## config.mk

```make
export PLATFORM = sky130hd
export DESIGN_NAME = axi_dma_cmd_arb
export DESIGN_NICKNAME = d
export VERILOG_FILES = /design/src/rtl/axi_dma_cmd_arb_pkg.sv /design/src/rtl/axi_dma_cmd_arb_rr_arb_core.sv /design/src/rtl/axi_dma_cmd_arb.sv
export SDC_FILE = /design/constraint.sdc
export NUM_CORES = 1
export LEC_CHECK = 0
export ABC_AREA = 1
export BUFFER_PORTS_ARGS = -buffer_cell sky130_fd_sc_hd__buf_2
export CORE_ASPECT_RATIO = 0.6
export CORE_UTILIZATION = 50
export DETAILED_ROUTE_END_ITERATION = 7
export GPL_ROUTABILITY_DRIVEN = 0
export PLACE_DENSITY = 0.87
export SETUP_SLACK_MARGIN = 0.4
export SKIP_LAST_GASP = 1
export SLEW_MARGIN = 30
export SYNTH_ARGS = -nofsm -noshare
export SYNTH_HDL_FRONTEND = slang
export SYNTH_SLANG_ARGS = --single-unit
```

## constraint.sdc

```tcl
create_clock -name AXI_ACLK -period 8.2 [get_ports AXI_ACLK]
set_clock_uncertainty 0.05 [all_clocks]
set_input_delay 1.23 -clock AXI_ACLK [delete_from_list [all_inputs] [get_ports AXI_ACLK]]
set_output_delay 1.23 -clock AXI_ACLK [all_outputs]
set_load 0.02 [all_outputs]
```

## src/rtl/axi_dma_cmd_arb_pkg.sv

```systemverilog
// rtl/axi_dma_cmd_arb_pkg.sv - shared AXI DMA burst/size encodings, arbiter states and size limit helper
package axi_dma_defs;

    // AXI burst type encodings
    localparam logic [1:0] BURST_FIXED = 2'b00;
    localparam logic [1:0] BURST_INCR  = 2'b01;
    localparam logic [1:0] BURST_WRAP  = 2'b10;
    localparam logic [1:0] BURST_RSVD  = 2'b11;

    // AXI size encodings (bytes per beat = 2**size)
    localparam logic [2:0] SIZE_1B   = 3'd0;
    localparam logic [2:0] SIZE_2B   = 3'd1;
    localparam logic [2:0] SIZE_4B   = 3'd2;
    localparam logic [2:0] SIZE_8B   = 3'd3;
    localparam logic [2:0] SIZE_16B  = 3'd4;
    localparam logic [2:0] SIZE_32B  = 3'd5;
    localparam logic [2:0] SIZE_64B  = 3'd6;
    localparam logic [2:0] SIZE_128B = 3'd7;

    typedef enum logic {
        ST_IDLE  = 1'b0,
        ST_ISSUE = 1'b1
    } arb_state_e;

    // Largest legal beat size for a bus of data_wd bits: log2(data_wd/8)
    function automatic int MAX_SIZE(input int data_wd);
        int s;
        s = 0;
        for (int b = data_wd / 8; b > 1; b = b / 2) begin
            s = s + 1;
        end
        return s;
    endfunction

endpackage

```

## src/rtl/axi_dma_cmd_arb_rr_arb_core.sv

```systemverilog
// rtl/axi_dma_cmd_arb_rr_arb_core.sv - combinational round-robin picker starting from rr_ptr
module rr_arb_core #(
    parameter int NUM_REQ = 4,
    parameter int IDX_W   = (NUM_REQ > 1) ? $clog2(NUM_REQ) : 1
) (
    input  logic [NUM_REQ-1:0] req_mask,
    input  logic [IDX_W-1:0]   rr_ptr,
    output logic [NUM_REQ-1:0] grant,
    output logic [IDX_W-1:0]   grant_idx,
    output logic               any_grant
);

    // Walk upward from rr_ptr with wrap; first set mask bit wins
    always_comb begin
        logic [IDX_W-1:0] idx;
        idx       = '0;
        grant     = '0;
        grant_idx = '0;
        any_grant = 1'b0;
        for (int k = 0; k < NUM_REQ; k++) begin
            idx = IDX_W'((int'(rr_ptr) + k) % NUM_REQ);
            if (!any_grant && req_mask[idx]) begin
                any_grant  = 1'b1;
                grant[idx] = 1'b1;
                grant_idx  = idx;
            end
        end
    end

endmodule

```

## src/rtl/axi_dma_cmd_arb.sv

```systemverilog
// rtl/axi_dma_cmd_arb.sv - round-robin arbiter sharing one DMA command port between requesters
module axi_dma_cmd_arb
    import axi_dma_defs::*;
#(
    parameter int NUM_REQ     = 4,
    parameter int AXI_ID_WD   = 2,
    parameter int AXI_ADDR_WD = 16,
    parameter int AXI_DATA_WD = 32
) (
    input  logic                           AXI_ACLK,
    input  logic                           AXI_ARESETN,
    input  logic [NUM_REQ-1:0]             cfg_en,
    input  logic [NUM_REQ-1:0]             req_valid,
    input  logic [NUM_REQ*AXI_ADDR_WD-1:0] req_addr,
    input  logic [NUM_REQ*AXI_ADDR_WD-1:0] req_len,
    input  logic [NUM_REQ*3-1:0]           req_size,
    input  logic [NUM_REQ*2-1:0]           req_burst,
    output logic [NUM_REQ-1:0]             req_ready,
    output logic [NUM_REQ-1:0]             req_err,
    output logic [NUM_REQ-1:0]             req_abort,
    output logic                           cmd_valid,
    output logic [AXI_ADDR_WD-1:0]         cmd_addr,
    output logic [AXI_ID_WD-1:0]           cmd_id,
    output logic [1:0]                     cmd_burst,
    output logic [2:0]                     cmd_size,
    output logic [AXI_ADDR_WD-1:0]         cmd_len,
    input  logic                           cmd_ready,
    input  logic                           cmd_abort
);

    localparam int         IDX_W  = (NUM_REQ > 1) ? $clog2(NUM_REQ) : 1;
    localparam logic [2:0] MAX_SZ = 3'(MAX_SIZE(AXI_DATA_WD));

    // Per-requester views of the flattened request buses
    logic [AXI_ADDR_WD-1:0] addr_arr  [NUM_REQ];
    logic [AXI_ADDR_WD-1:0] len_arr   [NUM_REQ];
    logic [2:0]             size_arr  [NUM_REQ];
    logic [1:0]             burst_arr [NUM_REQ];

    for (genvar i = 0; i < NUM_REQ; i++) begin : g_unpack
        assign addr_arr[i]  = req_addr[i*AXI_ADDR_WD +: AXI_ADDR_WD];
        assign len_arr[i]   = req_len[i*AXI_ADDR_WD +: AXI_ADDR_WD];
        assign size_arr[i]  = req_size[i*3 +: 3];
        assign burst_arr[i] = req_burst[i*2 +: 2];
    end

    arb_state_e             state_q, state_d;
    logic [IDX_W-1:0]       rr_ptr_q, rr_ptr_d;
    logic                   last_vld_q, last_vld_d;
    logic [AXI_ID_WD-1:0]   last_id_q, last_id_d;
    logic                   cmd_valid_q, cmd_valid_d;
    logic [AXI_ADDR_WD-1:0] cmd_addr_q, cmd_addr_d;
    logic [AXI_ADDR_WD-1:0] cmd_len_q, cmd_len_d;
    logic [2:0]             cmd_size_q, cmd_size_d;
    logic [1:0]             cmd_burst_q, cmd_burst_d;
    logic [AXI_ID_WD-1:0]   cmd_id_q, cmd_id_d;
    logic [NUM_REQ-1:0]     req_err_q, req_err_d;
    logic [NUM_REQ-1:0]     req_abort_q, req_abort_d;

    logic [NUM_REQ-1:0]     grant;
    logic [IDX_W-1:0]       grant_idx;
    logic                   any_grant;
    logic                   win_legal;
    logic [IDX_W-1:0]       next_ptr;

    rr_arb_core #(
        .NUM_REQ (NUM_REQ),
        .IDX_W   (IDX_W)
    ) u_rr_arb_core (
        .req_mask  (req_valid & cfg_en),
        .rr_ptr    (rr_ptr_q),
        .grant     (grant),
        .grant_idx (grant_idx),
        .any_grant (any_grant)
    );

    assign win_legal = (len_arr[grant_idx] != '0)
                    && (burst_arr[grant_idx] != BURST_RSVD)
                    && (size_arr[grant_idx] <= MAX_SZ);

    assign next_ptr = (grant_idx == IDX_W'(NUM_REQ - 1)) ? '0 : grant_idx + 1'b1;

    // Next-state, grant/validation, command capture and abort routing
    always_comb begin
        state_d     = state_q;
        rr_ptr_d    = rr_ptr_q;
        last_vld_d  = last_vld_q;
        last_id_d   = last_id_q;
        cmd_valid_d = cmd_valid_q;
        cmd_addr_d  = cmd_addr_q;
        cmd_len_d   = cmd_len_q;
        cmd_size_d  = cmd_size_q;
        cmd_burst_d = cmd_burst_q;
        cmd_id_d    = cmd_id_q;
        req_err_d   = '0;
        req_abort_d = '0;
        req_ready   = '0;

        // Uses the pre-handshake last_id so an abort on a handshake edge hits the older command
        if (cmd_abort && last_vld_q) begin
            req_abort_d = NUM_REQ'(1) << last_id_q;
        end

        case (state_q)
            ST_IDLE: begin
                if (any_grant) begin
                    req_ready = grant;
                    rr_ptr_d  = next_ptr;
                    if (win_legal) begin
                        cmd_valid_d = 1'b1;
                        cmd_addr_d  = addr_arr[grant_idx];
                        cmd_len_d   = len_arr[grant_idx];
                        cmd_size_d  = size_arr[grant_idx];
                        cmd_burst_d = burst_arr[grant_idx];
                        cmd_id_d    = AXI_ID_WD'(grant_idx);
                        state_d     = ST_ISSUE;
                    end else begin
                        req_err_d = grant;
                    end
                end
            end
            ST_ISSUE: begin
                if (cmd_ready) begin
                    cmd_valid_d = 1'b0;
                    last_id_d   = cmd_id_q;
                    last_vld_d  = 1'b1;
                    state_d     = ST_IDLE;
                end
            end
            default: state_d = ST_IDLE;
        endcase
    end

    // FSM and registered outputs; reset drops any held command
    always_ff @(posedge AXI_ACLK or negedge AXI_ARESETN) begin
        if (!AXI_ARESETN) begin
            state_q     <= ST_IDLE;
            rr_ptr_q    <= '0;
            last_vld_q  <= 1'b0;
            last_id_q   <= '0;
            cmd_valid_q <= 1'b0;
            cmd_addr_q  <= '0;
            cmd_len_q   <= '0;
            cmd_size_q  <= '0;
            cmd_burst_q <= '0;
            cmd_id_q    <= '0;
            req_err_q   <= '0;
            req_abort_q <= '0;
        end else begin
            state_q     <= state_d;
            rr_ptr_q    <= rr_ptr_d;
            last_vld_q  <= last_vld_d;
            last_id_q   <= last_id_d;
            cmd_valid_q <= cmd_valid_d;
            cmd_addr_q  <= cmd_addr_d;
            cmd_len_q   <= cmd_len_d;
            cmd_size_q  <= cmd_size_d;
            cmd_burst_q <= cmd_burst_d;
            cmd_id_q    <= cmd_id_d;
            req_err_q   <= req_err_d;
            req_abort_q <= req_abort_d;
        end
    end

    assign cmd_valid = cmd_valid_q;
    assign cmd_addr  = cmd_addr_q;
    assign cmd_len   = cmd_len_q;
    assign cmd_size  = cmd_size_q;
    assign cmd_burst = cmd_burst_q;
    assign cmd_id    = cmd_id_q;
    assign req_err   = req_err_q;
    assign req_abort = req_abort_q;

endmodule

```

==> metrics.txt <==
CP required 8330 ps; Worst setup SP type flip-flop; Post-CTS Setup Repair Bufs 0; Via density approximately 5.4; Routed WL per cell 13.8 um; Critical R2R Launch rr_ptr_q[0]; NumNets Final 993; Post-synth EDFFs 0; ys async rst share 100%; most common cell in the synthesized netlist nand2_1; Initial Utilization between 50% and 60%; HP Class reg -> reg; Setup TNS Final 0 ps; WS Path Type reg -> reg; layout cell share with drive strength beyond 1 29.1%; min-delay src last_id_q[0]; row count 25; Die H around 73 um; clk sink count between 50 and 60; multi-input logic area 2240 um^2; vias in the first global route between 4000 and 5000; peak fanout along the critical path 78; Pins Over Slew Limit 0; initial antenna violation count 0; Max Freq roughly 170 MHz; top cells by area in the synthesized netlist dfrtp_1 (32%), nand2_1 (19%), nand4_1 (10%), inv_1 (7.8%), nand3_1 (6.8%); Least-Margin Pin Slew 952 ps; Unique masters post-synth 28; first-pass GRT wire length between 20 and 25 mm; total wire length 12.9 mm; CP endpoint kind flip-flop; Worst-path clk slew 70 ps; H-tree depth 2; min Tclk post-route 5740 ps; CTS Buffer Depth 2; Critical path origin rr_ptr_q[0]; Worst Hold Path Cells 1; maxcap violations 0; buffers added on ports 211; Skew-Pair Late Insertion Delay 290 ps; flops & latches, synth 54; Synth Area per Inst 6.45 um^2; arrival time of the worst setup path 5860 ps; CTS tree yes; GRT overflow 0; 1st-pass router iterations 5; Syn. warnings 0; Synth Flop Type dfrtp_1; Final Cycle Share between 60% and 70%; unrepaired setup endpoints after global routing false; HPWL after detailed placement 9.42 mm; Root Driver clkbuf_16; GRT Total Usage between 20% and 30%; routed via count 5093; Post-Syn Area 4170 um^2; I/O Pins 212; Slew headroom between 30% and 40%; status complete, no violations; leading area contributor after synthesis dfrtp_1; post-route ant nets 0; post-CTS sizing 0; Reg area 1350 um^2; Layout area overhead 27.8%; drt drc 0; ANT cells 0; Syn Inst Count 647; R2R cell count 19; syn_nets 814; total clock buffers created by CTS 5; Synth top area share 32.4%; fillers around 760; Detailed Route Iter0 Violations 419; full die area 8730 um^2; Core Region approximately 8000 um^2; Final setup viols 0; post-cts hold buffer count 0; Seq/Total Area, Yosys 32.4%; largest net degree at the start of global routing 79; Post-synth top cells nand2_1 (210), inv_1 (87), nand4_1 (70); die width 120 um; final hold vios 0
[cells in the final DEF, fill, tap and decap left out, drive strengths merged, types with 11 or more instances in the layout]
master	instances
buf	216
nand2	214
inv	91
nand4	70
nand3	61
dfrtp	54
nor2	32
a21oi	27
nor3	12
o21ai	11
[cell type report]
cell class,instances,area share (%)
clock buffer,5,2.35
clock inverter,3,0.844
sequential,54,25.3
inverter,91,6.40
timing repair buffer,216,20.5
tap,108,2.53
multi-input combinational,458,42.0
[critical path: stages, from the launching register on]
cell and delay, ps:
dfrtp_1 610, inv_2 210, ha_1 410, inv_1 130
nand3_1 100, nand2_2 110, inv_2 50, nand2_2 120
nand3_2 520, nand3_2 280, buf_4 600, o21ai_0 160
nand2_1 90, nand2_1 70, nand2_1 70, nand2_1 70
nor2_4 670, nand3_2 880, nand2_1 270, nand2_1 80
[through the flow]
stage	worst slack [ps]	area, um^2	hold slack [ps]	utilization (%)	cells
3_3_place_gp	2670	5160	394	64.7	927
4_1_cts	2610	5330	415	66.9	935
6_report	2460	5330	413	66.9	935
5_1_grt	1990	5330	435	66.9	935
3_5_place_dp	2440	5160	403	64.7	927
2_1_floorplan	4600	4170	382	-	647
[layer usage]
| metal | wire length (um) | share of wire (%) | track usage [%] |
|---|---|---|---|
| met1 | 5550 | 43 | 39.0 |
| met2 | 6260 | 48 | 51.1 |
| met3 | 954 | 7.4 | 4.84 |
| met4 | 184 | 1.4 | 6.25 |
| met5 | 0 | 0 | 0 |
[sequential cells by signal, indices dropped and copies added (netlist names)]
register,cells
cmd_addr,16
cmd_burst,2
cmd_id,2
cmd_len,16
cmd_size,3
cmd_valid,1
last_id_q,2
last_vld_q,1
req_abort,4
req_err,4
rr_ptr_q,2
state_q,1
[worst paths after layout]
kind                                     end  slack (ps)
worst min-delay path            req_abort[2]         410
worst min register to register  req_abort[2]         410
min in group asynchronous         req_err[1]        1000
worst max-delay path            cmd_addr[11]        2460
max in group asynchronous       cmd_addr[14]        6630
worst max register to register  cmd_addr[11]        2460
[cell families after synthesis]
group	share of synthesized area (%)
buffers and inverters	14.4
AO/OA/AOI/OAI	8.49
flip-flops	32.4
AND/OR/NAND/NOR	42.7
adder cells (fa/ha/maj)	2.10
Power is left out: the tool's default activity adds up to more than one toggle a clock period on the data nets, which glitch-free logic cannot reach.
